$ cat config.mk
export PLATFORM = sky130hd
export DESIGN_NAME = lcd_frame_sequencer_flat
export DESIGN_NICKNAME = d
export VERILOG_FILES = /design/src/rtl/lcd_frame_sequencer_if.sv /design/src/rtl/lcd_frame_sequencer.sv /design/src/flat_wrapper.sv
export SDC_FILE = /design/constraint.sdc
export NUM_CORES = 1
export LEC_CHECK = 0
export ABC_AREA = 1
export BUFFER_PORTS_ARGS = -buffer_cell sky130_fd_sc_hd__buf_2
export CAP_MARGIN = 10
export CORE_MARGIN = 10
export CORE_UTILIZATION = 45
export CTS_CLUSTER_DIAMETER = 50
export DETAILED_ROUTE_END_ITERATION = 12
export PLACE_DENSITY = 0.59
export SLEW_MARGIN = 25
export SYNTH_ARGS = -nofsm -noshare
export SYNTH_HDL_FRONTEND = slang
export SYNTH_SLANG_ARGS = --single-unit
$ cat constraint.sdc
create_clock -name PixelClk -period 3.1 [get_ports PixelClk]
set_input_delay 0.31 -clock PixelClk [delete_from_list [all_inputs] [get_ports PixelClk]]
set_output_delay 0.31 -clock PixelClk [all_outputs]
set_load 0.03 [all_outputs]
$ cat src/rtl/lcd_frame_sequencer_if.sv
// Signal bundle between the pixel timing / pattern path and the LCD frame sequencer.
interface lcd_frame_sequencer_if;
  logic       vsync_in;
  logic       enable_req;
  logic       step_req;
  logic       blank_out;
  logic       bl_en;
  logic [2:0] pattern_sel;
  logic       frame_tick;
  logic [2:0] state_out;
  logic       fault;

  modport master (
    output vsync_in, enable_req, step_req,
    input  blank_out, bl_en, pattern_sel, frame_tick, state_out, fault
  );

  modport slave (
    input  vsync_in, enable_req, step_req,
    output blank_out, bl_en, pattern_sel, frame_tick, state_out, fault
  );
endinterface

$ cat src/rtl/lcd_frame_sequencer.sv
// LCD frame sequencer: panel power-up/down blanking, backlight enable and
// test-pattern scheduling, with every visible change aligned to a frame tick.
//
// state    | meaning
// ---------+------------------------------------------------------------
// OFF      | panel blanked, backlight off, waiting for enable at a tick
// WARMUP   | blanked for WARM_FRAMES ticks before showing video
// ON       | video shown, pattern auto-advances / manual steps
// COOLDOWN | backlight off, blank from next tick, OFF after COOL_FRAMES
// FAULT    | vsync lost; blanked until enable_req drops
module lcd_frame_sequencer #(
  parameter int VS_POL      = 0,
  parameter int WARM_FRAMES = 4,
  parameter int COOL_FRAMES = 2,
  parameter int HOLD_FRAMES = 120,
  parameter int NUM_PAT     = 8,
  parameter int VS_TIMEOUT  = 2000000
) (
  input logic                  PixelClk,
  input logic                  nRST,
  lcd_frame_sequencer_if.slave bus
);

  typedef enum logic [2:0] {
    S_OFF      = 3'd0,
    S_WARMUP   = 3'd1,
    S_ON       = 3'd2,
    S_COOLDOWN = 3'd3,
    S_FAULT    = 3'd4
  } state_t;

  localparam int              WD_W     = $clog2(VS_TIMEOUT + 1);
  localparam logic            VS_ACT   = (VS_POL != 0);
  localparam logic [7:0]      WARM_LIM = 8'(WARM_FRAMES);
  localparam logic [7:0]      COOL_LIM = 8'(COOL_FRAMES);
  localparam logic [15:0]     HOLD_LIM = 16'(HOLD_FRAMES);
  localparam logic [2:0]      PAT_LAST = 3'(NUM_PAT - 1);
  localparam logic [WD_W-1:0] WD_LIM   = WD_W'(VS_TIMEOUT);
  localparam logic [WD_W-1:0] WD_ONE   = WD_W'(1);

  state_t          state_q, state_n;
  logic            vs_d, tick_q, tick_c;
  logic [7:0]      frm_q, frm_n, frm_inc;
  logic [15:0]     hold_q, hold_n, hold_inc;
  logic [WD_W-1:0] wd_q, wd_n, wd_inc;
  logic            pend_q, pend_n;
  logic [2:0]      pat_q, pat_n, pat_adv;
  logic            blank_q, blank_n, bl_q, bl_n, fault_q, fault_n;
  logic            active, wd_expire;

  // Leading edge of the active sync level marks the frame start.
  assign tick_c    = (bus.vsync_in == VS_ACT) && (vs_d != VS_ACT);

  // Counters saturate rather than wrap.
  assign frm_inc   = (frm_q == '1) ? frm_q : frm_q + 8'd1;
  assign hold_inc  = (hold_q == '1) ? hold_q : hold_q + 16'd1;
  assign wd_inc    = (wd_q == '1) ? wd_q : wd_q + WD_ONE;
  assign pat_adv   = (pat_q == PAT_LAST) ? 3'd0 : pat_q + 3'd1;

  // wd_q holds the number of cycles elapsed since the last tick, so the fault
  // lands exactly VS_TIMEOUT cycles after the last frame_tick.
  assign active    = (state_q == S_WARMUP) || (state_q == S_ON) || (state_q == S_COOLDOWN);
  assign wd_expire = active && !tick_q && (wd_inc >= WD_LIM);

  // Next-state and next-output decode.
  always_comb begin
    state_n = state_q;
    frm_n   = frm_q;
    hold_n  = hold_q;
    wd_n    = '0;
    pend_n  = 1'b0;
    pat_n   = pat_q;
    blank_n = blank_q;
    bl_n    = bl_q;
    fault_n = fault_q;
    case (state_q)
      S_OFF: begin
        blank_n = 1'b1;
        bl_n    = 1'b0;
        fault_n = 1'b0;
        if (tick_q && bus.enable_req) begin
          state_n = S_WARMUP;
          frm_n   = '0;
          pat_n   = 3'd0;
          wd_n    = WD_ONE;
        end
      end
      S_WARMUP: begin
        wd_n = tick_q ? WD_ONE : wd_inc;
        if (!bus.enable_req) begin
          state_n = S_OFF;
          wd_n    = '0;
        end else if (tick_q) begin
          frm_n = frm_inc;
          if (frm_inc == WARM_LIM) begin
            state_n = S_ON;
            blank_n = 1'b0;
            bl_n    = 1'b1;
            hold_n  = '0;
          end
        end
      end
      S_ON: begin
        wd_n   = tick_q ? WD_ONE : wd_inc;
        pend_n = pend_q | bus.step_req;
        if (!bus.enable_req) begin
          state_n = S_COOLDOWN;
          bl_n    = 1'b0;
          frm_n   = '0;
          pend_n  = 1'b0;
        end else if (tick_q) begin
          // A step seen on the tick cycle itself waits for the next tick.
          pend_n = bus.step_req;
          if (pend_q || (hold_inc >= HOLD_LIM)) begin
            pat_n  = pat_adv;
            hold_n = '0;
          end else begin
            hold_n = hold_inc;
          end
        end
      end
      S_COOLDOWN: begin
        wd_n = tick_q ? WD_ONE : wd_inc;
        bl_n = 1'b0;
        if (tick_q) begin
          frm_n   = frm_inc;
          blank_n = 1'b1;
          if (frm_inc == COOL_LIM) begin
            state_n = S_OFF;
            wd_n    = '0;
          end
        end
      end
      S_FAULT: begin
        blank_n = 1'b1;
        bl_n    = 1'b0;
        fault_n = 1'b1;
        if (!bus.enable_req) begin
          state_n = S_OFF;
          fault_n = 1'b0;
        end
      end
      default: begin
        state_n = S_OFF;
        blank_n = 1'b1;
        bl_n    = 1'b0;
        fault_n = 1'b0;
      end
    endcase
    if (wd_expire) begin
      state_n = S_FAULT;
      blank_n = 1'b1;
      bl_n    = 1'b0;
      fault_n = 1'b1;
      wd_n    = '0;
      pend_n  = 1'b0;
    end
  end

  // State, counters and registered outputs.
  always_ff @(posedge PixelClk or negedge nRST) begin
    if (!nRST) begin
      state_q <= S_OFF;
      vs_d    <= !VS_ACT;
      tick_q  <= 1'b0;
      frm_q   <= '0;
      hold_q  <= '0;
      wd_q    <= '0;
      pend_q  <= 1'b0;
      pat_q   <= 3'd0;
      blank_q <= 1'b1;
      bl_q    <= 1'b0;
      fault_q <= 1'b0;
    end else begin
      state_q <= state_n;
      vs_d    <= bus.vsync_in;
      tick_q  <= tick_c;
      frm_q   <= frm_n;
      hold_q  <= hold_n;
      wd_q    <= wd_n;
      pend_q  <= pend_n;
      pat_q   <= pat_n;
      blank_q <= blank_n;
      bl_q    <= bl_n;
      fault_q <= fault_n;
    end
  end

  assign bus.state_out   = state_q;
  assign bus.frame_tick  = tick_q;
  assign bus.pattern_sel = pat_q;
  assign bus.blank_out   = blank_q;
  assign bus.bl_en       = bl_q;
  assign bus.fault       = fault_q;

endmodule
$ cat src/flat_wrapper.sv
// flat-port wrapper written by rule: the top's interface ports become plain ports
module lcd_frame_sequencer_flat 
#(
  parameter int VS_POL      = 0,
  parameter int WARM_FRAMES = 4,
  parameter int COOL_FRAMES = 2,
  parameter int HOLD_FRAMES = 120,
  parameter int NUM_PAT     = 8,
  parameter int VS_TIMEOUT  = 2000000
)
  (PixelClk, nRST, bus_vsync_in, bus_enable_req, bus_step_req, bus_blank_out, bus_bl_en, bus_pattern_sel, bus_frame_tick, bus_state_out, bus_fault);
  lcd_frame_sequencer_if bus_i ();
  input logic PixelClk;
  input logic nRST;
  input wire logic [$bits(bus_i.vsync_in)-1:0] bus_vsync_in;
  input wire logic [$bits(bus_i.enable_req)-1:0] bus_enable_req;
  input wire logic [$bits(bus_i.step_req)-1:0] bus_step_req;
  output wire logic [$bits(bus_i.blank_out)-1:0] bus_blank_out;
  output wire logic [$bits(bus_i.bl_en)-1:0] bus_bl_en;
  output wire logic [$bits(bus_i.pattern_sel)-1:0] bus_pattern_sel;
  output wire logic [$bits(bus_i.frame_tick)-1:0] bus_frame_tick;
  output wire logic [$bits(bus_i.state_out)-1:0] bus_state_out;
  output wire logic [$bits(bus_i.fault)-1:0] bus_fault;
  assign bus_i.vsync_in = bus_vsync_in;
  assign bus_i.enable_req = bus_enable_req;
  assign bus_i.step_req = bus_step_req;
  assign bus_blank_out = bus_i.blank_out;
  assign bus_bl_en = bus_i.bl_en;
  assign bus_pattern_sel = bus_i.pattern_sel;
  assign bus_frame_tick = bus_i.frame_tick;
  assign bus_state_out = bus_i.state_out;
  assign bus_fault = bus_i.fault;
  lcd_frame_sequencer #(.VS_POL(VS_POL), .WARM_FRAMES(WARM_FRAMES), .COOL_FRAMES(COOL_FRAMES), .HOLD_FRAMES(HOLD_FRAMES), .NUM_PAT(NUM_PAT), .VS_TIMEOUT(VS_TIMEOUT)) u_core (.PixelClk(PixelClk), .nRST(nRST), .bus(bus_i));
endmodule
==> results of run 1 <==
-- cell type report --
class / instances / area [um2]
Multi-Input combinational cell: 365 / 1840
Clock buffer: 14 / 173
Tap cell: 102 / 128
Fill cell: 775 / 3790
Sequential cell: 57 / 1430
Inverter: 67 / 251
Clock inverter: 2 / 60.1
Timing Repair Buffer: 18 / 103
-- sequential cells by signal, summed over array words and instances (netlist names) --
signal                  flops
u_core.vs_d                 1
u_core.bus.frame_tick       1
u_core.bus.bl_en            1
u_core.bus.state_out        3
u_core.bus.pattern_sel      3
u_core.hold_q              16
u_core.bus.fault            1
u_core.wd_q                21
u_core.bus.blank_out        1
u_core.frm_q                8
u_core.pend_q               1
-- report_power, final --
group	leakage [nW]	total, mW	internal, mW	switching [mW]
Clock	0.117	0.809	0.519	0.290
Combinational	0.980	1.03	0.349	0.681
Sequential	0.763	1.12	0.937	0.180
Total	1.86	2.96	1.81	1.15
-- cell families (layout without fill, tap and decap cells) --
kind of cell | Yosys count | after routing
AND/OR/NAND/NOR | 285 | 285
flip-flops | 57 | 57
adder cells (fa/ha/maj) | 5 | 5
AO/OA/AOI/OAI | 60 | 60
XOR/XNOR | 15 | 15
buffers and inverters | 74 | 101
-- cells in the mapped netlist (6+ instances only) --
cell,count
nand2_1,126
nor2_1,79
inv_1,63
dfrtp_1,55
nand3_1,37
a21oi_1,19
o21ai_0,18
nand4_1,9
xor2_1,9
o22ai_1,7
buf_6,6
nor2_2,6
nor3_1,6
xnor2_1,6
-- worst max-delay path, cell delays in order, from the launching register on --
cell and delay (ns):
dfrtp_1 0.46, ha_1 0.33, inv_1 0.08, nor2_2 0.16
nand2_2 0.08, inv_2 0.06, nand3_2 0.15, inv_1 0.23
nor2_1 0.11, nand2_1 0.09, nand2_1 0.05, nand2_1 0.05
nand2_1 0.05, nand2_2 0.10, nand2_4 0.10, o211ai_4 0.31
a21oi_1 0.09
-- worst max path at each step --
stage / slack, ns / endpoint / start
after detailed placement: 0.45 / u_core.wd_q[9] / u_core.wd_q[0]
final: 0.43 / u_core.wd_q[12] / u_core.wd_q[0]
after floorplan: 0.91 / u_core.wd_q[18] / u_core.wd_q[0]
after global placement: 0.50 / u_core.wd_q[19] / u_core.wd_q[0]
after CTS: 0.43 / u_core.wd_q[9] / u_core.wd_q[0]
after global routing: 0.08 / u_core.wd_q[6] / u_core.wd_q[0]
-- layer usage --
metal,vias up,wire [um],share of wire,GRT usage
met3,11,387,0.049,0.0275
met1,1435,4040,0.51,0.198
met4,0,110,0.014,0.0632
li1,1628,-,-,-
met5,-,0,0,0
met2,62,3370,0.43,0.207
-- what timing repair did --
item                                   4_1_cts  5_1_grt
hold buffers                                 1        0
setup buffers                                0        0
endpoints found under the hold margin       10        0
==> metrics.md, run 1 <==
| Metric | Value |
|---|---|
| Via-per-instance ratio | 5.02 |
| Max cap viols | 0 |
| Reg2Reg Depth | 16 |
| Syn Inst Count | a little under 500 |
| Crit Path Class | reg2reg |
| Layout Cells excl Fill | 625 |
| Final nets | between 500 and 600 |
| Synth Warn # | 0 |
| Max Freq | roughly 370 MHz |
| Top cell type's share of synthesized area | 0.383 |
| Final wirelength | around 7900 um |
| Maximum root-to-sink buffer count | 2 |
| Total power | 2.96 mW |
| Slew @ Worst Pin | 0.680 ns |
| Final antenna-violating net count | 0 |
| Adder-Cell Fraction of Synth Area | 0.0174 |
| Post-Syn Nets | 506 |
| Initial antenna violation count | 0 |
| Tmin final | 2.67 ns |
| Sink Count | 57 |
| Dpl cells | 608 |
| Cell Area, Placed | roughly 3700 um2 |
| Global-route wire length before repair | between 10,000 and 15,000 um |
| Setup tns final | 0 ns |
| Pre-CTS setup slack | 0.451 ns |
| Global router's overall resource usage | 0.142 |
| Synth Area in XOR/XNOR | 0.0365 |
| Worst path arrival time | 2.85 ns |
| Most common cell after layout, fill and taps aside | nand2_1 |
| Wire per inst | 12.7 um |
| Post-cts resize count | 0 |
| Worst Hold Depth | 1 |
| Synth Area in Simple Gates | 0.350 |
| Synth-to-layout area growth | 10.7% |
| Main flop type after synthesis | dfrtp_1 |
| Die height | between 100 and 150 um |
| Status | finished clean |
| Mux cell area share after synthesis | 0 |
| Commonest cells after routing, fill and taps aside | 126 x nand2_1, 79 x nor2_1, 63 x inv_1 |
| Clock Skews | 0.00842 ns |
| P_leak | 1.86 nW |
| Slew Viols, Final | 0 |
| Crit path max fanout | 20 |
| Hold_sp | bus_vsync_in |
| DR pass1 iterations | 4 |
| Iteration-0 DRC Markers | 165 |
| Reg2reg end | u_core.wd_q[12] |
| Setup WS post-layout | about 0.43 ns |
| Power per cell area | 743 nW/um2 |
| Syn avg cell area | 7.25 um2 |
| Startpoint Class | flip-flop |
| Root buffer cell | clkbuf_8 |
| Post-synth EDFFs | 0 |
| Synth Area in Compound Gates | 0.107 |
| Via count | 3,136 |
| Post-synthesis register bit count | 57 |
| Clock slew at reported path FFs | around 0.06 ns |
| Worst skew pair latency | between 0.3 and 0.4 ns |
| Setup violators final | 0 |
| Worst R2R Start | u_core.wd_q[0] |
| Synth unique cells | 37 |
| Asr flop ratio synth | 1.00 |
| Vias in the first global route | 2,982 |
| Die W | 109 um |
| Final hold violations | 0 |
| Port-buffer cells | 14 |
| Finished Core Util | 0.513 |
| Crit path required time | approximately 3.3 ns |
| Combinational family with the most area after synthesis | simple AND/OR/NAND/NOR gates |
| Drt drc | 0 |
| Floorplan row count | 32 |
| CTS H-tree depth | 3 |
| Reg2Reg Setup Slack | around 0.43 ns |
| Relative slew slack | 0.547 |
| CTS tree | built |
| Sequential share of the synthesized area | 0.397 |
| DP HPWL | slightly above 6000 um |
| GR Overflow Total | 0 |
| RD Place Congestion | 0.863 |
| WHS Endpoint | u_core.vs_d |
| Hold Crit Class | in2reg |
| Post-Layout Inst Area | 3980 um2 |
| Layout cells sized above 1 | 0.130 |
| VDD IR max | 0.525 mV |
| Biggest area consumer among synthesized cells | dfrtp_1 |
| Final period utilization | 0.860 |
| Mapped cell area | around 3600 um2 |
| DIE AREA | 12,000 um2 |
| Synth top area cells | dfrtp_1 38%, nand2_1 13%, nor2_1 8.2% |
| RSZ-0062 raised after global routing | false |
| Starting Density | 0.463 |
| CP Capture Type | flip-flop |
| I/O pin count | 15 |
| Antenna Cells | 0 |
| Pin count of the biggest net entering global routing | 26 |
| Final hold slack | between 0.08 and 0.09 ns |
| CTS buffer count | 9 |
| Core Area | 7770 um2 |
No activity file was read; power rests on OpenSTA's default activity.
==> inputs of run 2 (changes only) <==
- ABC_AREA: 1 -> unset
==> run 2 against run 1 <==
Count of clock-buffer cells in the layout decreased by 1. Fmax decreased by 9.9%. Highest routed layer unchanged. Clock skew rose by 0.00057 ns. The flow now finishes with violations (negative hold slack). Non-clock buffer count up 16. Sequential share of layout area is 0.39 points higher. Total power fell by 27%. Flip-flop and latch count stayed put. Largest cell class unchanged. Synthesized cell count fell by 23%. Largest power group unchanged.
==> metrics.md, run 2 <==
| Metric | Value |
|---|---|
| Drt drc | 0 |
| Iteration-0 DRC Markers | 153 |
| Switching Fraction | 0.363 |
| CP peak stage delay | between 0.6 and 0.7 ns |
| Antenna Cells | 0 |
| Worst R2R Start | u_core.hold_q[3] |
| Max cap viols | 0 |
| GR Overflow Total | 0 |
| DR pass1 iterations | 4 |
| Final wirelength | between 7000 and 8000 um |
| Biggest area consumer among synthesized cells | dfrtp_1 |
| Global-route wire length before repair | around 14,000 um |
| CP Capture Type | flip-flop |
| CTS buffer count | 9 |
| Max Freq | roughly 340 MHz |
| Root buffer cell | clkbuf_8 |
| Final nets | 419 |
| Via count | 3,005 |
| Crit path max-delay family | compound AO/OA/AOI/OAI gates |
| Status | finished, violations left |
| Biggest regs | u_core.wd_q x21, u_core.hold_q x16, u_core.frm_q x8 |
| Slew @ Worst Pin | 0.718 ns |
| CTS tree | built |
| Cell Chain, Critical Path | nand4_1 > o31a_1 > or4b_2 > a222oi_1 > o31a_1 > nor3_1 > mux2_2 |
| Worst Setup SP | u_core.hold_q[3] |
| Max FFs per register | 21 |
| Clock Power Share | 0.287 |
| Starting Density | 0.469 |
| Net Switching | 788 uW |
| Core Area | 7370 um2 |
| Post-synth EDFFs | 0 |
| Most flop-heavy register | u_core.wd_q |
| Critical Path Most Common Cell | o31a_1 |
| Synth-to-layout area growth | 14.1% |
| Crit path buffers/inverters | 0 |
| Slew Viols, Final | 0 |
| Main flop type after synthesis | dfrtp_1 |
| Setup WS post-layout | 0.139 ns |
| Most common cell in the netlist | dfrtp_1 |
| Failing checks | negative hold slack |
| Final hold slack | -0.0200 ns |
| Mapped cell area | about 3500 um2 |
| Floorplan row count | 31 |
| Internal power | 1.38 mW |
| I/O pin count | 15 |
| Setup violators final | 0 |
| Tmin final | between 2 and 3 ns |
| Top layer in use | met4 |
| Final hold violations | 38 |
| WL met1 | around 4000 um |
| Pin count of the biggest net entering global routing | 45 |
| Post-synth top cells | 55 x dfrtp_1, 32 x nand2_1, 29 x nor3_1, 25 x nor2_1, 24 x nand3_1 |
| DP HPWL | around 5600 um |
| Die height | 108 um |
| VDD IR max | 0.276 mV |
| Proportion of power drawn by flip-flops and latches | 0.427 |
| Syn avg cell area | 9.06 um2 |
| Global router's overall resource usage | 0.144 |
| Asr flop ratio synth | 1.00 |
| Syn Inst Count | 381 |
| Initial antenna violation count | 0 |
| Hold Crit Class | in2async |
| Maximum root-to-sink buffer count | 2 |
| Power per cell area | between 500 and 600 nW/um2 |
| Worst skew pair latency | 0.34 ns |
| Pre-CTS setup slack | -0.0226 ns |
| Synth top area cells | dfrtp_1 40%, nor3_1 4.2%, xnor2_1 3.6% |
| Synth unique cells | 61 |
| Crit path required time | 3.32 ns |
| Commonest cells after routing, fill and taps aside | 55 x dfrtp_1, 32 x nand2_1, 29 x nor3_1 |
| Post-Syn Nets | 391 |
| Met2 routed WL | around 3500 um |
| Final period utilization | 0.955 |
| Final antenna-violating net count | 0 |
| Relative slew slack | 0.521 |
| Layout cells sized above 1 | 0.174 |
| CP max-delay cell | or4b_2 |
| Synth Warn # | 0 |
| Routed wl met3 | 286 um |
| Clock Skews | 0.00899 ns |
| RSZ-0062 raised after global routing | false |
| RD Place Congestion | 0.823 |
| Crit path max fanout | 7 |
| P_leak | 1.64 nW |
| Via-per-instance ratio | between 5 and 6 |
| Sink Count | 57 |
| Post-synthesis register bit count | 57 |
| Top cell type's share of synthesized area | 0.399 |
| CTS H-tree depth | 3 |
| Port-buffer cells | 14 |
| Crit Path Class | reg2reg |
| Die W | 108 um |
| Startpoint Class | flip-flop |
| Clock slew at reported path FFs | 0.07 ns |
| Vias in the first global route | 2,882 |
| Worst path arrival time | 3.18 ns |
| Wire per inst | 15.4 um |
| Most common cell after layout, fill and taps aside | dfrtp_1 |
| Combinational share of power | 0.287 |
| Sequential share of the synthesized area | 0.414 |
| DIE AREA | 11,600 um2 |
| Setup tns final | 0 ns |
==> run 2: cell types whose count changed after synthesis, sizes merged, moves of 8 or more <==
cell	change
nand2	-100
nor2	-62
inv	-53
nor3	+19
nand3	-16
clkbuf	+12
o21ai	-11
a31oi	+10
and3	+9
nor2b	+9
xnor2	+8
==> run 2: layout make-up <==
class | count | area [um2]
fill | 706 | 3430
tap | 99 | 124
timing repair buffer | 34 | 235
sequential | 57 | 1430
inverter | 14 | 52.6
multi-input combinational | 293 | 1920
clock inverter | 3 | 15.0
clock buffer | 13 | 159
==> run 2: power by group through the flow <==
stage | Clock, mW | Sequential [mW] | Combinational [mW]
2_1_floorplan | 0 | 0.966 | 0.409
3_3_place_gp | 0 | 0.931 | 0.623
3_5_place_dp | 0 | 0.937 | 0.624
4_1_cts | 0.644 | 0.924 | 0.627
5_1_grt | 0.676 | 0.942 | 0.704
6_report | 0.622 | 0.926 | 0.623
==> run 2: timing repair <==
item,CTS,global route
setup endpoints to repair,1,29
resized for setup,1,5
setup buffers,0,1
pin swaps,0,4
hold endpoints to repair,0,0
hold buffers,0,0
==> run 2: metrics by stage <==
stage | hold WS [ns] | cells | instance area (um2) | total power, mW | util
after detailed placement | 0.429 | 496 | 3720 | 1.56 | 0.505
after global placement | 0.427 | 496 | 3720 | 1.55 | 0.505
after global routing | 0.0272 | 513 | 3940 | 2.32 | 0.534
after CTS | 0.0673 | 512 | 3900 | 2.19 | 0.530
final | -0.0200 | 513 | 3940 | 2.17 | 0.534
after floorplan | 0.0144 | 381 | 3450 | 1.38 | -
==> run 2: worst paths after layout <==
path                       cells past startpoint  slack, ns                        end
min in group PixelClk                          1       0.08                u_core.vs_d
min reg2reg                                    1       0.50      u_core.bus.frame_tick
min                                            1      -0.02             u_core.wd_q[6]
max reg2reg                                    7       0.14  u_core.bus.pattern_sel[0]
max                                            7       0.14  u_core.bus.pattern_sel[0]
max in group asynchronous                      2       2.43       u_core.bus.blank_out
==> run 2: logic make-up after synthesis <==
| group | share of synthesized area |
|---|---|
| xor+xnor | 0.0431 |
| compound gates | 0.173 |
| simple gates | 0.289 |
| buf+inv | 0.0391 |
| mux | 0.0239 |
| fa+ha+maj | 0.0181 |
| flops | 0.414 |
==> run 2: per-layer routing <==
layer,GRT usage,up-vias
met2,0.207,71
li1,-,1493
met4,0.0677,0
met3,0.0287,10
met1,0.201,1431
met5,0,-
==> inputs of run 3 (changes only) <==
- RECOVER_POWER: unset -> 50
==> run 3 against run 2 <==
The flow finishes with violations (max-capacitance violations, max-slew violations). Clock power is essentially flat. Sequential power is essentially flat. Non-clock buffer count is the same. Setup slack is essentially flat. Worst hold slack gained 0.092 ns. Largest cell class unchanged.
==> metrics.md, run 3 (same netlist as run 2, synthesis figures left out) <==
| Metric | Value |
|---|---|
| Reg2reg end | u_core.bus.pattern_sel[0] |
| Multi-input logic area | 1920 um2 |
| Pin count of the biggest net entering global routing | 45 |
| RSZ-0062 raised after global routing | false |
| CTS tree | built |
| Synth-to-layout area growth | 13.8% |
| CTS H-tree depth | 3 |
| Max Freq | about 340 MHz |
| Worst Hold Depth | 1 |
| Port-buffer cells | 14 |
| Final period utilization | 0.955 |
| Hold_sp | bus_vsync_in |
| GR Overflow Total | 0 |
| Layout cells sized above 1 | 0.164 |
| DP HPWL | about 5600 um |
| WHS Endpoint | u_core.vs_d |
| Drt drc | 0 |
| Critical Path Most Common Cell | o31a_1 |
| Final nets | roughly 420 |
| P_leak | ~1.6 nW |
| Initial antenna violation count | 0 |
| Reg2Reg Setup Slack | 0.14 ns |
| RD Place Congestion | 0.823 |
| CTS buffer count | 9 |
| CP Capture Type | flip-flop |
| Commonest cells after routing, fill and taps aside | 55 x dfrtp_1, 32 x nand2_1, 29 x nor3_1 |
| Crit path required time | 3.32 ns |
| Final hold violations | 0 |
| Slew Viols, Final | between 40 and 50 |
| Worst R2R Start | u_core.hold_q[3] |
| Via count | 2,990 |
| Core Area | 7370 um2 |
| Crit path max-delay family | compound AO/OA/AOI/OAI gates |
| Crit path buffers/inverters | 0 |
| Die height | 108 um |
| Failing checks | max-capacitance violations, max-slew violations |
| DR pass1 iterations | 4 |
| Reg2Reg Depth | 7 |
| Sequential Area | ~1400 um2 |
| Setup violators final | 0 |
| Sink Count | 57 |
| Tmin final | 2.96 ns |
| Antenna Cells | 0 |
| Clock slew at reported path FFs | 0.07 ns |
| Die W | 108 um |
| Crit Path Class | reg2reg |
| Post-Layout Inst Area | 3930 um2 |
| Hold_buf cts | 0 |
| DIE AREA | about 12,000 um2 |
| I/O pin count | 15 |
| Vias in the first global route | approximately 2,900 |
| VDD IR max | around 0.28 mV |
| Setup tns final | 0 ns |
| Final antenna-violating net count | 0 |
| Root buffer cell | clkbuf_8 |
| Max cap viols | 1 |
| CP max-delay cell | or4b_2 |
| Iteration-0 DRC Markers | 153 |
| Startpoint Class | flip-flop |
| Relative slew slack | -0.650 |
| Via-per-instance ratio | 5.83 |
| Wire per inst | ~15 um |
| Worst skew pair latency | 0.33 ns |
| CP peak stage delay | 0.63 ns |
| Biggest regs | u_core.wd_q x21, u_core.hold_q x16, u_core.frm_q x8 |
| Filler cells | 710 |
| Floorplan row count | 31 |
| Status | finished, violations left |
| Clock Skews | 0.0108 ns |
| Crit path max fanout | 7 |
| Worst Setup SP | u_core.hold_q[3] |
| Cell Area, Placed | ~3700 um2 |
| Most common cell after layout, fill and taps aside | dfrtp_1 |
| Finished Core Util | 0.533 |
| Global-route wire length before repair | 13,800 um |
| Final wirelength | 7870 um |
| Most flop-heavy register | u_core.wd_q |
| Cell Chain, Critical Path | nand4_1 > o31a_1 > or4b_2 > a222oi_1 > o31a_1 > nor3_1 > mux2_2 |
| Max FFs per register | 21 |
| Hold Crit Class | in2reg |
| Maximum root-to-sink buffer count | 2 |
| Worst path arrival time | 3.18 ns |
| Total power | 2.17 mW |
| Power per cell area | ~550 nW/um2 |
| Global router's overall resource usage | 0.144 |
| Starting Density | 0.469 |
| Slew @ Worst Pin | 2.48 ns |
[run 3: worst register-to-register path: cells and delay by family (launching register included)]
| family | cells | cell delay (ns) |
|---|---|---|
| AOI/OAI and AO/OA | 3 | 1.07 |
| DFF | 1 | 0.44 |
| muxes | 1 | 0.29 |
| and+or+nand+nor | 3 | 1.05 |
[run 3: layout make-up]
class	instances	area share
clock inverters	3	0.00382
clock buffers	13	0.0404
repair buffers	34	0.0573
flip-flops and latches	57	0.364
well taps	99	0.0315
inverters	14	0.0134
multi-input cells	293	0.490
[run 3: routing by layer]
layer	share of wire	routed length [um]	global-route usage	up-vias
li1	-	-	-	1494
met5	0	0	0	-
met4	0.0075	59	0.0677	0
met1	0.51	4050	0.201	1432
met2	0.44	3480	0.207	60
met3	0.037	288	0.0287	4
[run 3: report_power, final]
group          internal, mW  switching, mW
combinational         0.224          0.398
sequential            0.828         0.0984
clock                 0.330          0.290
[run 3: stage by stage]
stage          hold WS (ns)  cells  setup slack, ns
4_1_cts              0.0673    512           0.0513
2_1_floorplan        0.0144    381           0.0929
3_3_place_gp          0.427    496            0.103
6_report             0.0717    513            0.139
3_5_place_dp          0.429    496          -0.0226
5_1_grt              0.0641    513          0.00356
[run 3: worst max-delay path by stage]
stage,to,slack (ns),cells past startpoint
after floorplan,u_core.wd_q[16],0.09,9
after global placement,u_core.bus.state_out[2],0.10,10
after detailed placement,u_core.bus.state_out[2],-0.02,10
after CTS,u_core.bus.state_out[2],0.05,10
after global routing,u_core.bus.pattern_sel[0],0.004,7
final,u_core.bus.pattern_sel[0],0.14,7
[run 3: what timing repair did]
item                       CTS  global route
pin swaps                    0             4
setup endpoints to repair    1            29
gates resized for setup      1             5
buffers inserted             0             1
